**config.mk**
```make
export PLATFORM = sky130hd
export DESIGN_NAME = osd_dii_pktbuf
export DESIGN_NICKNAME = d
export VERILOG_FILES = /design/src/rtl/osd_dii_pktbuf_pkg.sv /design/src/rtl/osd_dii_flitmem.sv /design/src/rtl/osd_dii_pktbuf.sv
export SDC_FILE = /design/constraint.sdc
export NUM_CORES = 1
export LEC_CHECK = 0
export ABC_AREA = 1
export BUFFER_PORTS_ARGS = -buffer_cell sky130_fd_sc_hd__buf_2
export CAP_MARGIN = 20
export CORE_ASPECT_RATIO = 1.75
export CORE_MARGIN = 2
export CORE_UTILIZATION = 44
export CTS_BUF_LIST = sky130_fd_sc_hd__clkbuf_8
export CTS_CLUSTER_SIZE = 40
export DETAILED_ROUTE_END_ITERATION = 8
export GPL_ROUTABILITY_DRIVEN = 0
export PLACE_DENSITY = 0.62
export SLEW_MARGIN = 30
export SYNTH_ARGS = -nofsm -noshare
export SYNTH_HDL_FRONTEND = slang
export SYNTH_HIERARCHICAL = 1
export SYNTH_SLANG_ARGS = --single-unit
```
**constraint.sdc**
```tcl
create_clock -name clk -period 4.7 [get_ports clk]
set_input_delay 0.47 -clock clk [delete_from_list [all_inputs] [get_ports clk]]
set_output_delay 0.47 -clock clk [all_outputs]
set_load 0.01 [all_outputs]
```
**src/rtl/osd_dii_pktbuf_pkg.sv**
```systemverilog
// Shared constants and types for the DII store-and-forward packet buffer.
package osd_dii_pktbuf_pkg;

  // Payload width of one DII flit.
  localparam int DII_DATA_W = 16;

  // Stored entry is {last, data}.
  localparam int FLIT_W = DII_DATA_W + 1;

  // Input-side state: FILL stores flits, DROP swallows the tail of an oversize packet.
  typedef enum logic {
    ST_FILL = 1'b0,
    ST_DROP = 1'b1
  } pktbuf_state_e;

endpackage

```
**src/rtl/osd_dii_flitmem.sv**
```systemverilog
// Flit storage: one synchronous write port, one asynchronous read port.
module osd_dii_flitmem
  import osd_dii_pktbuf_pkg::*;
#(
  parameter int DEPTH = 16,
  parameter int AW    = $clog2(DEPTH)
) (
  input  logic              clk,
  input  logic              wr_en,
  input  logic [AW-1:0]     wr_addr,
  input  logic [FLIT_W-1:0] wr_data,
  input  logic [AW-1:0]     rd_addr,
  output logic [FLIT_W-1:0] rd_data
);

  logic [FLIT_W-1:0] mem_reg [DEPTH];

  // Write one flit per cycle; contents are never reset, pointers define validity.
  always_ff @(posedge clk) begin
    if (wr_en) begin
      mem_reg[wr_addr] <= wr_data;
    end
  end

  // Read is combinational so the head flit is visible in the cycle it becomes valid.
  assign rd_data = mem_reg[rd_addr];

endmodule

```
**src/rtl/osd_dii_pktbuf.sv**
```systemverilog
// Store-and-forward DII packet buffer: a packet is offered downstream only once
// its last flit is stored; packets larger than the buffer are dropped whole.
module osd_dii_pktbuf
  import osd_dii_pktbuf_pkg::*;
#(
  parameter int DEPTH     = 16,
  parameter int CNT_WIDTH = 8
) (
  input  logic                   clk,
  input  logic                   rst,
  // upstream (ring side)
  input  logic [DII_DATA_W-1:0]  packet_in_data,
  input  logic                   packet_in_last,
  input  logic                   packet_in_valid,
  output logic                   packet_in_ready,
  // downstream (status/control interface side)
  output logic [DII_DATA_W-1:0]  packet_out_data,
  output logic                   packet_out_last,
  output logic                   packet_out_valid,
  input  logic                   packet_out_ready,
  // status
  output logic [$clog2(DEPTH):0] pkt_count,
  output logic [$clog2(DEPTH):0] free_slots,
  output logic                   overflow,
  output logic [CNT_WIDTH-1:0]   drop_count
);

  localparam int AW = $clog2(DEPTH);
  localparam int PW = AW + 1;  // extra wrap bit distinguishes full from empty

  pktbuf_state_e        state_reg, state_next;
  logic [PW-1:0]        wr_ptr_reg, wr_ptr_next;
  logic [PW-1:0]        rd_ptr_reg, rd_ptr_next;
  logic [PW-1:0]        start_ptr_reg, start_ptr_next;
  logic [PW-1:0]        pkt_count_reg, pkt_count_next;
  logic [CNT_WIDTH-1:0] drop_count_reg, drop_count_next;

  logic [PW-1:0]        fill;
  logic                 full;
  logic                 wr_en;
  logic                 commit;
  logic                 drop_trig;
  logic                 pop;
  logic                 pop_last;
  logic [FLIT_W-1:0]    rd_flit;

  assign fill = wr_ptr_reg - rd_ptr_reg;
  assign full = (fill == PW'(DEPTH));

  osd_dii_flitmem #(
    .DEPTH (DEPTH),
    .AW    (AW)
  ) u_flitmem (
    .clk     (clk),
    .wr_en   (wr_en),
    .wr_addr (wr_ptr_reg[AW-1:0]),
    .wr_data ({packet_in_last, packet_in_data}),
    .rd_addr (rd_ptr_reg[AW-1:0]),
    .rd_data (rd_flit)
  );

  // Input side: accept/store flits, commit packets, roll back and drop oversize packets.
  always_comb begin
    state_next      = state_reg;
    wr_ptr_next     = wr_ptr_reg;
    start_ptr_next  = start_ptr_reg;
    drop_count_next = drop_count_reg;
    wr_en           = 1'b0;
    commit          = 1'b0;
    drop_trig       = 1'b0;
    packet_in_ready = !full;
    case (state_reg)
      ST_FILL: begin
        if (full && (pkt_count_reg == '0) && packet_in_valid) begin
          // Buffer is entirely one unfinished packet: it can never be forwarded.
          drop_trig       = 1'b1;
          packet_in_ready = 1'b1;
          wr_ptr_next     = start_ptr_reg;
          if (drop_count_reg != '1) begin
            drop_count_next = drop_count_reg + CNT_WIDTH'(1);
          end
          if (!packet_in_last) begin
            state_next = ST_DROP;
          end
        end else if (packet_in_valid && !full) begin
          wr_en       = 1'b1;
          wr_ptr_next = wr_ptr_reg + PW'(1);
          if (packet_in_last) begin
            commit         = 1'b1;
            start_ptr_next = wr_ptr_reg + PW'(1);
          end
        end
      end
      ST_DROP: begin
        packet_in_ready = 1'b1;
        if (packet_in_valid && packet_in_last) begin
          state_next = ST_FILL;
        end
      end
      default: begin
        state_next = ST_FILL;
      end
    endcase
  end

  // Output side: pop the head flit and keep the complete-packet count.
  always_comb begin
    pop            = packet_out_valid && packet_out_ready;
    pop_last       = pop && rd_flit[FLIT_W-1];
    rd_ptr_next    = rd_ptr_reg;
    pkt_count_next = pkt_count_reg;
    if (pop) begin
      rd_ptr_next = rd_ptr_reg + PW'(1);
    end
    if (commit && !pop_last) begin
      pkt_count_next = pkt_count_reg + PW'(1);
    end else if (!commit && pop_last) begin
      pkt_count_next = pkt_count_reg - PW'(1);
    end
  end

  // State and pointer registers; reset discards all buffered and partial content.
  always_ff @(posedge clk) begin
    if (rst) begin
      state_reg      <= ST_FILL;
      wr_ptr_reg     <= '0;
      rd_ptr_reg     <= '0;
      start_ptr_reg  <= '0;
      pkt_count_reg  <= '0;
      drop_count_reg <= '0;
    end else begin
      state_reg      <= state_next;
      wr_ptr_reg     <= wr_ptr_next;
      rd_ptr_reg     <= rd_ptr_next;
      start_ptr_reg  <= start_ptr_next;
      pkt_count_reg  <= pkt_count_next;
      drop_count_reg <= drop_count_next;
    end
  end

  assign packet_out_valid = (pkt_count_reg != '0);
  assign packet_out_data  = rd_flit[DII_DATA_W-1:0];
  assign packet_out_last  = rd_flit[FLIT_W-1];
  assign pkt_count        = pkt_count_reg;
  assign free_slots       = PW'(DEPTH) - fill;
  assign overflow         = drop_trig;
  assign drop_count       = drop_count_reg;

endmodule

```
### After elaboration in Yosys (flattened, before gate mapping)

Memories as Yosys holds them, arrays and structs flattened. A register that Yosys moved wholly into a read port is not among the register bits.
Cells that the tools add are included.

| word-level totals | value |
|---|---|
| memories kept | 1 |
| output and inout bits | 38 |
| input port bits | 21 |
| memory bits (read-only) | 0 |
| memory bits (writable) | 272 |
| register bits | 29 |
| bits in latches | 0 |
| logic and storage cells | 59 |

Memories:

| memory | depth | bits a word | rd ports | clocked after memory_dff | write ports | line | RTL |
|---|---|---|---|---|---|---|---|
| u_flitmem.mem_reg | 16 | 17 | 1 | 1 | 1 | osd_dii_flitmem.sv:16 | `logic [FLIT_W-1:0] mem_reg [DEPTH];` |

| operators by class | value |
|---|---|
| bitwise operators | 2 |
| shift operators | 0 |
| reduce and logical (&&, ||, !) cells | 18 |
| $add $sub $neg | 7 |
| equal/unequal tests | 2 |
| magnitude comparators | 0 |
| div/mod/pow operators | 0 |
| multiply operators | 0 |
| mux-type cells | 23 |

Operators by type and width:

| operator | number |
|---|---|
| two-way mux 5 bit | 4 |
| adder 5 x 1 -> 5 bit (second input constant) | 3 |
| two-way mux 1 bit | 15 |
| adder 8 x 1 -> 8 bit (second input constant) | 1 |
| logical AND 1 bit | 8 |
| two-way mux 4 bit | 2 |
| inequality test 8 bit (second input constant) | 1 |
| equality test 5 bit (second input constant) | 1 |
| zero test 5 bit | 1 |
| nonzero test 5 bit | 1 |
| subtractor 5 x 1 -> 5 bit (second input constant) | 1 |
| subtractor 5 bit | 1 |
| subtractor 5 bit (first input constant) | 1 |
| one-hot mux 1 bit (2 select lines) | 2 |
| AND reduction 4 bit | 1 |
| nonzero test 2 bit | 2 |
| zero test 1 bit | 3 |
| AND reduction 3 bit | 1 |
| NOT 1 bit | 2 |
| AND reduction 2 bit | 1 |

### Depth between registers and ports, before layout

| depth | value |
|---|---|
| depth in word-level cells | 11 |
| gate-level depth with buffers | 26 |
| depth with buffers taken out | 26 |

### Cells and area by module

Netlist, hierarchy kept.

By module, submodules not included:

| module | times used | area an instance (µm²) | cells an instance | sequential area each (µm²) |
|---|---|---|---|---|
| osd_dii_flitmem | 1 | 11687.5 | 1122 | 8167.8 |
| osd_dii_pktbuf | 1 | 1909.3 | 269 | 580.6 |

### Worst setup path before layout

OpenSTA, ideal clock, no wires.

| path | value |
|---|---|
| path kind | register to register |
| start point | reg wr_ptr_reg[0] |
| end point | reg pkt_count_reg[3], in the netlist pkt_count[3] |
| clock period less this slack | 3.465 ns |
| required time | 4.584 ns |
| library setup time | 0.116 ns |
| cell stages (with the launch flop) | 26 |
| slack | 1.235 ns |
| arrival time | 3.349 ns |
| buffers on the path | 0 |
| cells stage by stage | dfxtp_1 -> inv_1 -> ha_1 -> fa_1 -> or2_2 -> nand2_1 -> inv_1 -> nand2_1 -> nor2_1 -> ha_1 -> inv_1 -> nand2_1 -> inv_1 -> nand2_2 -> inv_2 -> nand2_2 -> inv_2 -> ha_1 -> inv_1 -> ha_1 -> a21oi_1 -> nand2_1 -> nand2_1 -> nand3_1 -> o211ai_1 -> inv_1 |

| on the way | value |
|---|---|
| word-level cells in the longest chain between the ends | 10 |
| elaborated cells between the ends (all ways) | 14 |
| those cells by class | add/sub (1); eq/ne (1); mux (4); reduce/logical (8) |

RTL lines:

| what | line | RTL |
|---|---|---|
| start, declared | osd_dii_pktbuf.sv:32 | `logic [PW-1:0] wr_ptr_reg, wr_ptr_next;` |
| start signal, assigned | osd_dii_pktbuf.sv:133 | `wr_ptr_reg <= wr_ptr_next;` |
| subtractor 5 bit * | osd_dii_pktbuf.sv:47 | `assign fill = wr_ptr_reg - rd_ptr_reg;` |
| equality test 5 bit * | osd_dii_pktbuf.sv:48 | `assign full = (fill == PW'(DEPTH));` |
| zero test 1 bit | osd_dii_pktbuf.sv:85 | `end else if (packet_in_valid && !full) begin` |
| logical AND 1 bit | osd_dii_pktbuf.sv:85 |  |
| two-way mux 1 bit | osd_dii_pktbuf.sv:85 |  |
| two-way mux 1 bit * | osd_dii_pktbuf.sv:74 | `if (full && (pkt_count_reg == '0) && packet_in_valid) begin` |
| two-way mux 1 bit * | osd_dii_pktbuf.sv:72 | `case (state_reg)` |
| zero test 1 bit | osd_dii_pktbuf.sv:117 | `end else if (!commit && pop_last) begin` |
| logical AND 1 bit | osd_dii_pktbuf.sv:117 |  |
| nonzero test 2 bit (no source line) | - |  |
| end signal, assigned | osd_dii_pktbuf.sv:136 | `pkt_count_reg <= pkt_count_next;` |
| end, declared | osd_dii_pktbuf.sv:35 | `logic [PW-1:0] pkt_count_reg, pkt_count_next;` |

Every way passes the cells marked *; elsewhere a longest branch is shown, timed or not.
A chain may end at the register's enable or synchronous reset.

### Worst setup path after layout

Same ends and word-level chain as after synthesis.

==> impl_metrics.toml <==
[run_status]
outcome = "completed"

[power]
ir_drop_mv = 0.548
p_sw_mw = 2.70
powerDensity_mw_per_mm2 = 494
leakage_nw = 6.54
power_frac_seq_pct = 42.3
combPwrFrac_pct = 32.4
pwr-share-clk_pct = 25.3
swShare_pct = 36.1
p_int_mw = 4.78

[place]
place_ws_ns = 0.807
place.port_buffers = 58
dpl.cell_count = 1812
post-dp-hpwl_um = 20000

[clock_tree]
cts.repair.resized = 0
clock-sinks = 301
htreeDepth = 2
numCtsBuffers = 43
path_clk_slew_ns = 0.06
cts_root_buffer = "clkbuf_8"
clk_latency_ns = 0.55
holdBufCountCts = 0
clockBufferDepth = 3
postCtsSetupRepairBufs = 0
tritoncts = "done"

[critical_path]
cp-start-kind = "flip-flop"
critPathRequiredTime_ns = 5.14
slowest_delay_ns = 0.42
cpMaxStageDelayCell = "dfxtp_1"
critPathLaunch = "wr_ptr_reg[0]"
crit_arrival_ns = 4.36
rr_startpoint = "wr_ptr_reg[0]"
critPathKind = "reg2reg"
crit_path_max_fanout = 9
worstSetupEndpointType = "flip-flop"
crit_top_cell = "inv_1"

[layout]
fillers = 2855
area_delta_synth_final_pct = 11.3
layout_common_cells = "nand2_1, edfxtp_1, inv_1"
nets = 1503
drive_gt1_share_pct = 12.4
largest_register_ffs = 272
layout_commonest_cell = "nand2_1"
fin_cells = 1890

[sta]
fmax_mhz = 256
worstMarginPinSlew_ns = 0.904
skew_ns = 0.0237
postLayoutSetupSlackWorst_ns = 0.788
setup_viol = 0
rsz0062_at_grt = "no"
max_slew_margin_pct = 39.7
fin_crit_ns = 3.91
setup-tns-final_ns = 0
fin_crit_sh_pct = 83.2
hold_viol = 0
slew_violations = 0

[grt]
grt_util_all_layers_pct = 20.8
first_global_vias = 9289
antenna_found_initial = 1
overflow = 0
grt_max_degree = 71
grt_pass1_wl_um = 51100

[die]
io_pins = 59
die-width_um = 137
core_region_area_mm2 = 0.0306
dieArea_mm2 = 0.0324
dieHeight_um = 237
rows = 85
initial_core_util_pct = 44.4

[yosys]
synth_top_area_share_pct = 60.1
synth_area_mm2 = 0.0136
netlist_instances = 1391
yosysSeqAreaShare_pct = 64.3
syn_nets = 1428
synth_top_family_by_area = "simple AND/OR/NAND/NOR gates"
synthDistinctLibCells = 35
muxShareOfSynthArea_pct = 0
synthTopCellsByArea = "edfxtp_1, nand2_1, nand3_1, inv_1, dfxtp_1"
synth_compound_area_share_pct = 1.57
avgSynthCellArea_um2 = 9.77
yosys_warnings = 6
synth_xor_area_share_pct = 0.709
synth_fa_ha_area_share_pct = 1.58
synth_simple_gate_area_share_pct = 23.0
yosysTopAreaCell = "edfxtp_1"
synth_seq_cells = 301

[routing]
drtAntennaViolNets = 0
route.detailed.drc = 0
vias = 9498
wl_per_cell_um = 17.5
routed_via_density = 5.03
drt_iter0_markers = 626
wl_um = 33000
first_pass_iters = 5

[min_path]
min_path_type = "in2reg"
hp-start = "packet_in_valid"

[job]
cap_violations = 0
[stage by stage]
stage | instance area, um^2 | hold WS, ns | power, mW | util (%)
after CTS | 15100 | 0.115 | 7.54 | 49.4
after detailed placement | 14400 | 0.451 | 5.65 | 46.9
final | 15100 | 0.140 | 7.48 | 49.4
after global routing | 15100 | 0.135 | 7.92 | 49.4
after floorplan | 13600 | 0.424 | 4.88 | -
after global placement | 14400 | 0.452 | 5.62 | 46.9
[power by group through the flow]
stage	sequential, mW	clock (mW)	combinational, mW
4_1_cts	3.17	1.93	2.44
5_1_grt	3.18	2.04	2.70
3_5_place_dp	3.22	0	2.43
3_3_place_gp	3.22	0	2.40
2_1_floorplan	3.21	0	1.67
6_report	3.16	1.89	2.42
[metal layers]
layer	share of wire, %	up-vias	global-route usage, %
li1	-	4633	-
met1	38	4490	24.6
met2	53	307	37.6
met3	5.2	68	3.00
met4	3.1	0	7.81
met5	0	-	0
[worst paths after layout]
| check | depth (start not counted) | end | slack (ns) |
|---|---|---|---|
| setup / recovery | 25 | pkt_count[3] | 0.79 |
| hold / removal | 2 | state_reg | 0.14 |
| setup reg to reg | 25 | pkt_count[3] | 0.79 |
| hold reg to reg | 2 | start_ptr_reg[1] | 0.46 |
[final cells by class]
type	count	area, um^2	share of cell area, %
well taps	391	489	3.23
clock buffers	43	592	3.91
repair buffers	86	513	3.39
diodes	1	2.50	0.0165
multi-input cells	788	3690	24.4
flip-flops and latches	301	8750	57.9
clock inverters	34	168	1.11
inverters	246	927	6.13
[critical path: cells and delay by family, from the launching register on]
| family | cells | cell delay (ns) |
|---|---|---|
| AND/OR/NAND/NOR | 10 | 0.96 |
| flip-flops | 1 | 0.42 |
| AO/OA/AOI/OAI | 2 | 0.27 |
| adder cells (fa/ha/maj) | 5 | 1.44 |
| buffers and inverters | 8 | 0.72 |
[synth_stat cells]
cell type,number
nand2_1,431
edfxtp_1,272
inv_1,235
nand3_1,226
nor2_1,37
dfxtp_1,29
a21oi_1,23
buf_2,23
clkbuf_1,21
ha_1,14
o21ai_0,14
buf_4,8
inv_2,8
xor2_1,6
nand2_2,5
nand3b_1,5
xnor2_1,5
nor2_4,4
buf_1,3
nand4_1,3
clkinv_1,2
fa_1,2
nand3_2,2
nor2_2,2
a211oi_2,1
a21oi_2,1
buf_6,1
clkinv_2,1
nand2_4,1
nand3_4,1
nand4_4,1
nor3_1,1
nor3b_1,1
o211ai_1,1
or2_2,1
[kinds of logic (layout without fill, tap and decap cells)]
| group | Yosys count | after routing |
|---|---|---|
| AOI/OAI and AO/OA | 40 | 40 |
| xor gates and xnor gates | 11 | 11 |
| adders and majority gates | 16 | 16 |
| buffers and inverters | 302 | 409 |
| DFF | 301 | 301 |
| other | 0 | 1 |
| and+or+nand+nor | 721 | 721 |
(Power assumes the default switching activity.)
